==> config.mk <==
export PLATFORM = sky130hd
export DESIGN_NAME = exc_vector_unit
export DESIGN_NICKNAME = d
export VERILOG_FILES = /design/src/rtl/exc_pkg.sv /design/src/rtl/exc_prio_enc.sv /design/src/rtl/exc_vector_unit.sv
export SDC_FILE = /design/constraint.sdc
export NUM_CORES = 1
export LEC_CHECK = 0
export CELL_PAD_IN_SITES_DETAIL_PLACEMENT = 0
export CELL_PAD_IN_SITES_GLOBAL_PLACEMENT = 1
export CORE_AREA = 2 2 90 114
export CTS_CLUSTER_SIZE = 14
export DETAILED_ROUTE_END_ITERATION = 16
export DIE_AREA = 0 0 92 116
export GPL_TIMING_DRIVEN = 1
export PLACE_DENSITY_LB_ADDON = 0.1
export SLEW_MARGIN = 20
export SYNTH_ARGS = -nofsm -noshare
export SYNTH_HDL_FRONTEND = slang
export SYNTH_SLANG_ARGS = --single-unit
==> constraint.sdc <==
create_clock -name clk -period 3.55 [get_ports clk]
set_clock_uncertainty 0.05 [all_clocks]
set_input_delay 0.5325 -clock clk [delete_from_list [all_inputs] [get_ports clk]]
set_output_delay 0.5325 -clock clk [all_outputs]
set_load 0.05 [all_outputs]
==> src/rtl/exc_pkg.sv <==
// Shared definitions for the exception vector unit: cause encodings,
// FSM state type/constants and the default vector-table base address.
package exc_pkg;

  // Cause encodings as seen on exc_cause and used to index the vector table
  localparam logic [1:0] CAUSE_OPCODE = 2'd0;
  localparam logic [1:0] CAUSE_OVF    = 2'd1;
  localparam logic [1:0] CAUSE_DIV0   = 2'd2;

  // FSM state type and its constants
  typedef logic [1:0] exc_state_t;
  localparam exc_state_t ST_IDLE  = 2'd0;
  localparam exc_state_t ST_FETCH = 2'd1;
  localparam exc_state_t ST_DONE  = 2'd2;

  // Byte address of the cause-0 vector entry in the memory map
  localparam logic [31:0] EXC_VEC_BASE = 32'd253;

endpackage

==> src/rtl/exc_prio_enc.sv <==
// Combinational 3-to-2 priority encoder for exception pulses.
// Priority: opcode > overflow > divzero.
module exc_prio_enc
  import exc_pkg::*;
(
  input  logic       i_exc_opcode,
  input  logic       i_exc_overflow,
  input  logic       i_exc_divzero,
  output logic [1:0] o_cause,
  output logic       o_any
);

  // Pick the highest-priority pending exception
  always_comb begin
    o_cause = CAUSE_OPCODE;
    o_any   = 1'b0;
    if (i_exc_opcode) begin
      o_cause = CAUSE_OPCODE;
      o_any   = 1'b1;
    end else if (i_exc_overflow) begin
      o_cause = CAUSE_OVF;
      o_any   = 1'b1;
    end else if (i_exc_divzero) begin
      o_cause = CAUSE_DIV0;
      o_any   = 1'b1;
    end else begin
      o_cause = CAUSE_OPCODE;
      o_any   = 1'b0;
    end
  end

endmodule

==> src/rtl/exc_vector_unit.sv <==
// Exception entry stage: latches cause and EPC, fetches the 8-bit handler
// address from the vector table over req/ack and strobes it to the PC mux.
// Optional fetch timeout with fallback vector: define EXC_TIMEOUT_EN.
module exc_vector_unit
  import exc_pkg::*;
#(
  parameter logic [31:0] VEC_BASE    = EXC_VEC_BASE,
  parameter logic [31:0] EPC_OFFSET  = 32'd4,
  parameter int          TIMEOUT     = 15,
  parameter logic [31:0] DEFAULT_VEC = 32'd0
) (
  input  logic        clk,
  input  logic        reset,
  input  logic        exc_opcode,
  input  logic        exc_overflow,
  input  logic        exc_divzero,
  input  logic [31:0] pc_in,
  input  logic        mem_ack,
  input  logic [7:0]  mem_rdata,
  output logic        mem_req,
  output logic [31:0] mem_addr,
  output logic [31:0] epc,
  output logic [1:0]  exc_cause,
  output logic [31:0] vec_addr,
  output logic        vec_valid,
  output logic        busy
);

  logic [1:0]  w_cause;
  logic        w_any;

  exc_state_t  r_state;
  logic        r_mem_req;
  logic [31:0] r_mem_addr;
  logic [31:0] r_epc;
  logic [1:0]  r_cause;
  logic [31:0] r_vec_addr;
  logic        r_vec_valid;
  logic        r_busy;

`ifdef EXC_TIMEOUT_EN
  // Wide enough for TIMEOUT, never narrower than 4 bits
  localparam int WAIT_W = ($clog2(TIMEOUT + 1) < 4) ? 4 : $clog2(TIMEOUT + 1);
  logic [WAIT_W-1:0] r_wait;
`else
  // Timeout configuration is only consumed when the feature is built in
  logic w_unused_cfg;
  assign w_unused_cfg = ^{DEFAULT_VEC, TIMEOUT};
`endif

  exc_prio_enc u_prio (
    .i_exc_opcode   (exc_opcode),
    .i_exc_overflow (exc_overflow),
    .i_exc_divzero  (exc_divzero),
    .o_cause        (w_cause),
    .o_any          (w_any)
  );

  // Exception FSM: accept in IDLE only, fetch vector, strobe for one cycle
  always_ff @(posedge clk) begin
    if (reset) begin
      r_state     <= ST_IDLE;
      r_mem_req   <= 1'b0;
      r_mem_addr  <= 32'd0;
      r_epc       <= 32'd0;
      r_cause     <= 2'd0;
      r_vec_addr  <= 32'd0;
      r_vec_valid <= 1'b0;
      r_busy      <= 1'b0;
`ifdef EXC_TIMEOUT_EN
      r_wait      <= '0;
`endif
    end else begin
      case (r_state)
        ST_IDLE: begin
          if (w_any) begin
            r_state    <= ST_FETCH;
            r_cause    <= w_cause;
            r_epc      <= pc_in - EPC_OFFSET;
            r_mem_addr <= VEC_BASE + {30'd0, w_cause};
            r_mem_req  <= 1'b1;
            r_busy     <= 1'b1;
`ifdef EXC_TIMEOUT_EN
            r_wait     <= '0;
`endif
          end
        end
        ST_FETCH: begin
          if (mem_ack) begin
            r_vec_addr  <= {24'd0, mem_rdata};
            r_mem_req   <= 1'b0;
            r_vec_valid <= 1'b1;
            r_state     <= ST_DONE;
          end
`ifdef EXC_TIMEOUT_EN
          // Last permitted ack-less cycle: fall back to the default handler
          else if (r_wait == WAIT_W'(TIMEOUT - 1)) begin
            r_vec_addr  <= DEFAULT_VEC;
            r_mem_req   <= 1'b0;
            r_vec_valid <= 1'b1;
            r_state     <= ST_DONE;
          end else begin
            r_wait <= r_wait + 1'b1;
          end
`endif
        end
        ST_DONE: begin
          r_vec_valid <= 1'b0;
          r_busy      <= 1'b0;
          r_state     <= ST_IDLE;
        end
        default: begin
          r_state     <= ST_IDLE;
          r_mem_req   <= 1'b0;
          r_vec_valid <= 1'b0;
          r_busy      <= 1'b0;
        end
      endcase
    end
  end

  assign mem_req   = r_mem_req;
  assign mem_addr  = r_mem_addr;
  assign epc       = r_epc;
  assign exc_cause = r_cause;
  assign vec_addr  = r_vec_addr;
  assign vec_valid = r_vec_valid;
  assign busy      = r_busy;

endmodule

# Yosys cells after proc, flatten, opt, wreduce, memory -nomap -nowiden
# Index checks and enable logic that the tools add are counted.
word_totals:
  reg_bits: 79
  output_inout_bits: 101
  wordCells: 39
  input_bits: 46
classes:
  n_reduce_logical: 7
  bitwise_logic: 3
  mux: 15
  eq_ne: 4
  addsub: 2
op_table:
  columns: ["operator", "count"]
  rows:
  - ["$sub 32x3->32 const B", 1]
  - ["$mux 2", 5]
  - ["$reduce_and 2->1", 5]
  - ["$add 8x2->9 const A", 1]
  - ["$mux 1", 6]
  - ["$pmux 1 s2", 2]
  - ["$pmux 2 s2", 1]
  - ["$not 1->1", 3]
  - ["$pmux 1 s3", 1]
  - ["$reduce_and 3->1", 1]
  - ["$eq 2x1->1 const B", 1]
  - ["$eq 2x2->1 const B", 1]
  - ["$logic_not 2->1", 1]
  - ["$ne 2x1->1 const B", 1]
  - ["$ne 2x2->1 const B", 1]

# Depth between registers and ports, before layout
depth:
  depth_word: 5
  mapped_depth: 6
  depth_no_buf: 6

# Hierarchy
# From an unflattened synthesis, not the netlist that was laid out.
hier_totals:
  cells_unflattened: 337
  hier_area_um2: 2862.7
modules_own_cells:
  columns: ["module", "instances", "seq_area_each_um2", "area_per_inst_um2", "cells_per_inst"]
  rows:
  - ["exc_vector_unit", 1, 1021.0, 2842.7, 334]
  - ["exc_prio_enc", 1, 0.0, 20.0, 3]

# Least setup slack after synthesis
# Ideal clock, no wire load.
synth_timing:
  path_type: "input to register"
  from: "input pc_in[2]"
  to: "register r_epc[30] (netlist: epc[30])"
  n_path_buf: 0
  slack_ns: 1.402
  path_stages: 6
  arrival_time_ns: 2.007
  t_required_ns: 3.409
  setup_time_ns: 0.091
  cell_sequence: "inv_1 ha_1 nor2b_1 nand4_1 or4_1 a311oi_1"
synth_between:
  elab_chain_len: 1
synth_lines:
  columns: ["item", "line_no", "source"]
  rows:
  - ["start, declared", "exc_vector_unit.sv:17", "input logic [31:0] pc_in,"]
  - ["$sub 32x3->32", "exc_vector_unit.sv:79", "r_epc <= pc_in - EPC_OFFSET;"]
  - ["end signal, assigned", "exc_vector_unit.sv:79", null]
  - ["end, declared", "exc_vector_unit.sv:35", "logic [31:0] r_epc;"]
# No other way between the ends.
# A chain may end at the register's enable or synchronous reset.

# Worst setup path after layout
# Ends and elaborated chain as after synthesis.

==> metrics.csv <==
stage;metric;value;unit
clock_tree;Post-CTS Resized;0;
timing;unrepaired setup endpoints after global routing;no;
global_routing;first-pass GRT wire length;11.4;mm
flow_run;Maximum Capacitance Violations;0;
worst_setup_path;FF-to-FF setup slack;1.65;ns
floorplan;die height;116;µm
timing;min Tclk post-route;2.66;ns
worst_setup_path;worst-path fanout max;7;
yosys;Post-synth EDFFs;0;
cells_and_area;final net count;463;
power;Final Power;1.82;mW
worst_setup_path;Worst R2R End;epc[31];
worst_setup_path;crit start category;input pin;
yosys;post-synth cell types;47;
yosys;syn_area_per_cell;8.64;µm²
worst_setup_path;worst reg-to-reg path cell count;5;
detailed_routing;M1 WL;3.09;mm
yosys;post-synth top area cell;dfxtp_1;
detailed_routing;WL met3;473;µm
global_routing;antenna violations before repair;0;
detailed_routing;antenna-violating nets left;0;
timing;Achievable Freq;0.376;GHz
worst_setup_path;reg-to-reg critical path startpoint;r_state[1];
yosys;Post-synth ARST share;0;%
worst_setup_path;crit path kind;in2reg;
yosys;Synth Flop Type;dfxtp_1;
timing;post-route setup TNS;0;ns
clock_tree;later-pin clock latency in the skew report;0.28;ns
clock_tree;CTS HTree Levels;2;
timing;Finish-stage setup viols;0;
clock_tree;Clock Tree Buf Depth;2;
yosys;Cell Area, Synth;0.00281;mm²
clock_tree;CTS tree;yes;
worst_setup_path;Top Family by Delay on Critical Path;simple AND/OR/NAND/NOR gates;
hold_path;worst hold-check path type;reg2reg;
worst_setup_path;worst path arrival time;2.80;ns
floorplan;num ports;147;
detailed_routing;DR vias;2479;
timing;Tightest Pin Transition;0.990;ns
yosys;Cells after Synth;325;
global_routing;vias in the first global route;2292;
clock_tree;CTS clk-pin slew, worst paths;0.06;ns
floorplan;DIE WIDTH;92;µm
worst_setup_path;total stage count of the critical path;7;
power;Pleak;1.44;nW
floorplan;starting density of the core;29.5;%
power;Pwr per Cell Area;475;mW/mm²
yosys;most common cell in the netlist;buf_4;
place;hpwl dp;5.75;mm
yosys;Ys Warns;0;
floorplan;Core ar.;0.00951;mm²
cells_and_area;Area Growth Syn to Fin;36.9;%
yosys;post-synth top area share;36.4;%
cells_and_area;# diodes;0;
global_routing;Overall Global Routing Usage;13.5;%
power;Worst IR Drop VDD;205;µV
worst_setup_path;Largest stage delay, worst path;0.55;ns
status;status;finished clean;
clock_tree;Root Buffer;clkbuf_16;
global_routing;largest net degree at the start of global routing;52;
worst_setup_path;Worst setup endpoint;epc[30];
clock_tree;Hold-fix buffers, CTS;0;
detailed_routing;metal2 WL;3.94;mm
detailed_routing;top layer in use;met4;
detailed_routing;Iter 0 DRT Violations;99;
detailed_routing;residual DRC count;0;
clock_tree;setup bufs post-CTS;0;
floorplan;FP Rows;40;
worst_setup_path;Required @ worst endpoint;3.69;ns
cells_and_area;layout cells sized above 1;5.29;%
worst_setup_path;worst path bufs/invs;2;
worst_setup_path;crit path cell chain;clkdlybuf4s50_1, inv_1, ha_1, nor2b_1, nand4_1, or4_1, a311oi_1;
yosys;register area share after synthesis;36.4;%
global_routing;grt total ovfl;0;
timing;final count of hold timing violations;0;
detailed_routing;Post-Route WL;7.53;mm
clock_tree;CTS buffer count;5;
yosys;synth cell count leaders;buf_4 (53), dfxtp_1 (51), nor2_1 (43);
timing;max-slew violations;0;
yosys;top cells by area, synth;dfxtp_1 (36%), buf_4 (14%), nor2_1 (5.8%), a311oi_1 (3.7%), a211oi_1 (3.5%);
yosys;#FFs+latches synth;51;
place;port bufs;99;
detailed_routing;Avg Vias per Cell;4.57;
worst_setup_path;CP Capture Type;register;
floorplan;die area;0.0107;mm²
clock_tree;Sink Count;51;
worst_setup_path;Critical Path Source;pc_in[2];
place;routability cong.;0.755;
timing;Rel. slew slack;34.0;%
detailed_routing;DR WL/cell;13.9;µm
worst_setup_path;CP max-delay cell;or4_1;
detailed_routing;DR pass1 iterations;4;
timing;fin crit share;75.0;%
worst reg2reg max path: cells and delay by family, from the launching register on:
kind                   cells  cell delay [ns]
buffers and inverters      1             0.33
AND/OR/NAND/NOR            3             0.85
AO/OA/AOI/OAI              1             0.23
flip-flops                 1             0.35
report_power, final:
| group | total [mW] | switching [mW] | internal (mW) |
|---|---|---|---|
| logic | 0.662 | 0.461 | 0.201 |
| clock network | 0.504 | 0.204 | 0.301 |
| registers | 0.658 | 0.0302 | 0.627 |
layout make-up:
cell class / instances / area [µm²]
repair buffers: 104 / 1020
multi-input cells: 250 / 1470
fillers: 1003 / 5670
clock buffers: 8 / 156
well taps: 126 / 158
flip-flops and latches: 51 / 1020
inverters: 3 / 11.3
worst min path at each step:
| stage | slack [ns] | start | cells after the start | end |
|---|---|---|---|---|
| 6_report | 0.41 | mem_req | 2 | mem_req |
| 5_1_grt | 0.43 | epc[0] | 2 | epc[0] |
| 4_1_cts | 0.41 | mem_req | 2 | mem_req |
| 3_5_place_dp | 0.40 | mem_addr[1] | 2 | mem_addr[1] |
| 3_3_place_gp | 0.39 | mem_addr[8] | 2 | mem_addr[8] |
| 2_1_floorplan | 0.51 | r_state[1] | 2 | busy |
per-layer routing:
layer / vias to the layer above / global-route usage (%)
met5: - / 0
met4: 0 / 2.99
met3: 2 / 3.25
met2: 81 / 25.0
met1: 1135 / 15.7
li1: 1261 / -
flip-flops by register name, indices dropped and copies added, names as in the netlist:
signal and count:
mem_req 1, vec_valid 1, busy 1, r_state 2
vec_addr 8, mem_addr 4, exc_cause 2, epc 32
cells by family after synthesis:
group,count (synthesis),share of synthesized area (%)
adder cells (fa/ha/maj),2,0.892
buffers and inverters,70,17.6
AO/OA/AOI/OAI,61,16.0
AND/OR/NAND/NOR,122,23.0
XOR/XNOR,10,3.12
multiplexers,8,2.85
flip-flops,51,36.4
other,1,0.134
per-stage QoR:
step | util, % | cell area [µm²] | hold WS [ns] | setup slack [ns] | instances
finish | 40.4 | 3840 | 0.406 | 0.889 | 542
global route | 40.4 | 3840 | 0.430 | 0.668 | 542
CTS | 40.4 | 3840 | 0.412 | 0.834 | 542
detailed placement | 38.8 | 3680 | 0.402 | 0.542 | 534
global placement | 38.8 | 3680 | 0.393 | 0.608 | 534
floorplan | - | 2980 | 0.515 | 1.40 | 371
placed cells by master (no fill, tap or decap), drive strengths merged, types with 9 or more instances in the layout:
cell type | Yosys | final
conb | 1 | 47
nor3 | 11 | 11
nand2 | 19 | 19
or4 | 9 | 9
clkdlybuf4s50 | 0 | 98
a211oi | 13 | 13
nor2 | 43 | 43
a311oi | 12 | 12
a21oi | 9 | 9
dfxtp | 51 | 51
(Power assumes the default switching activity.)
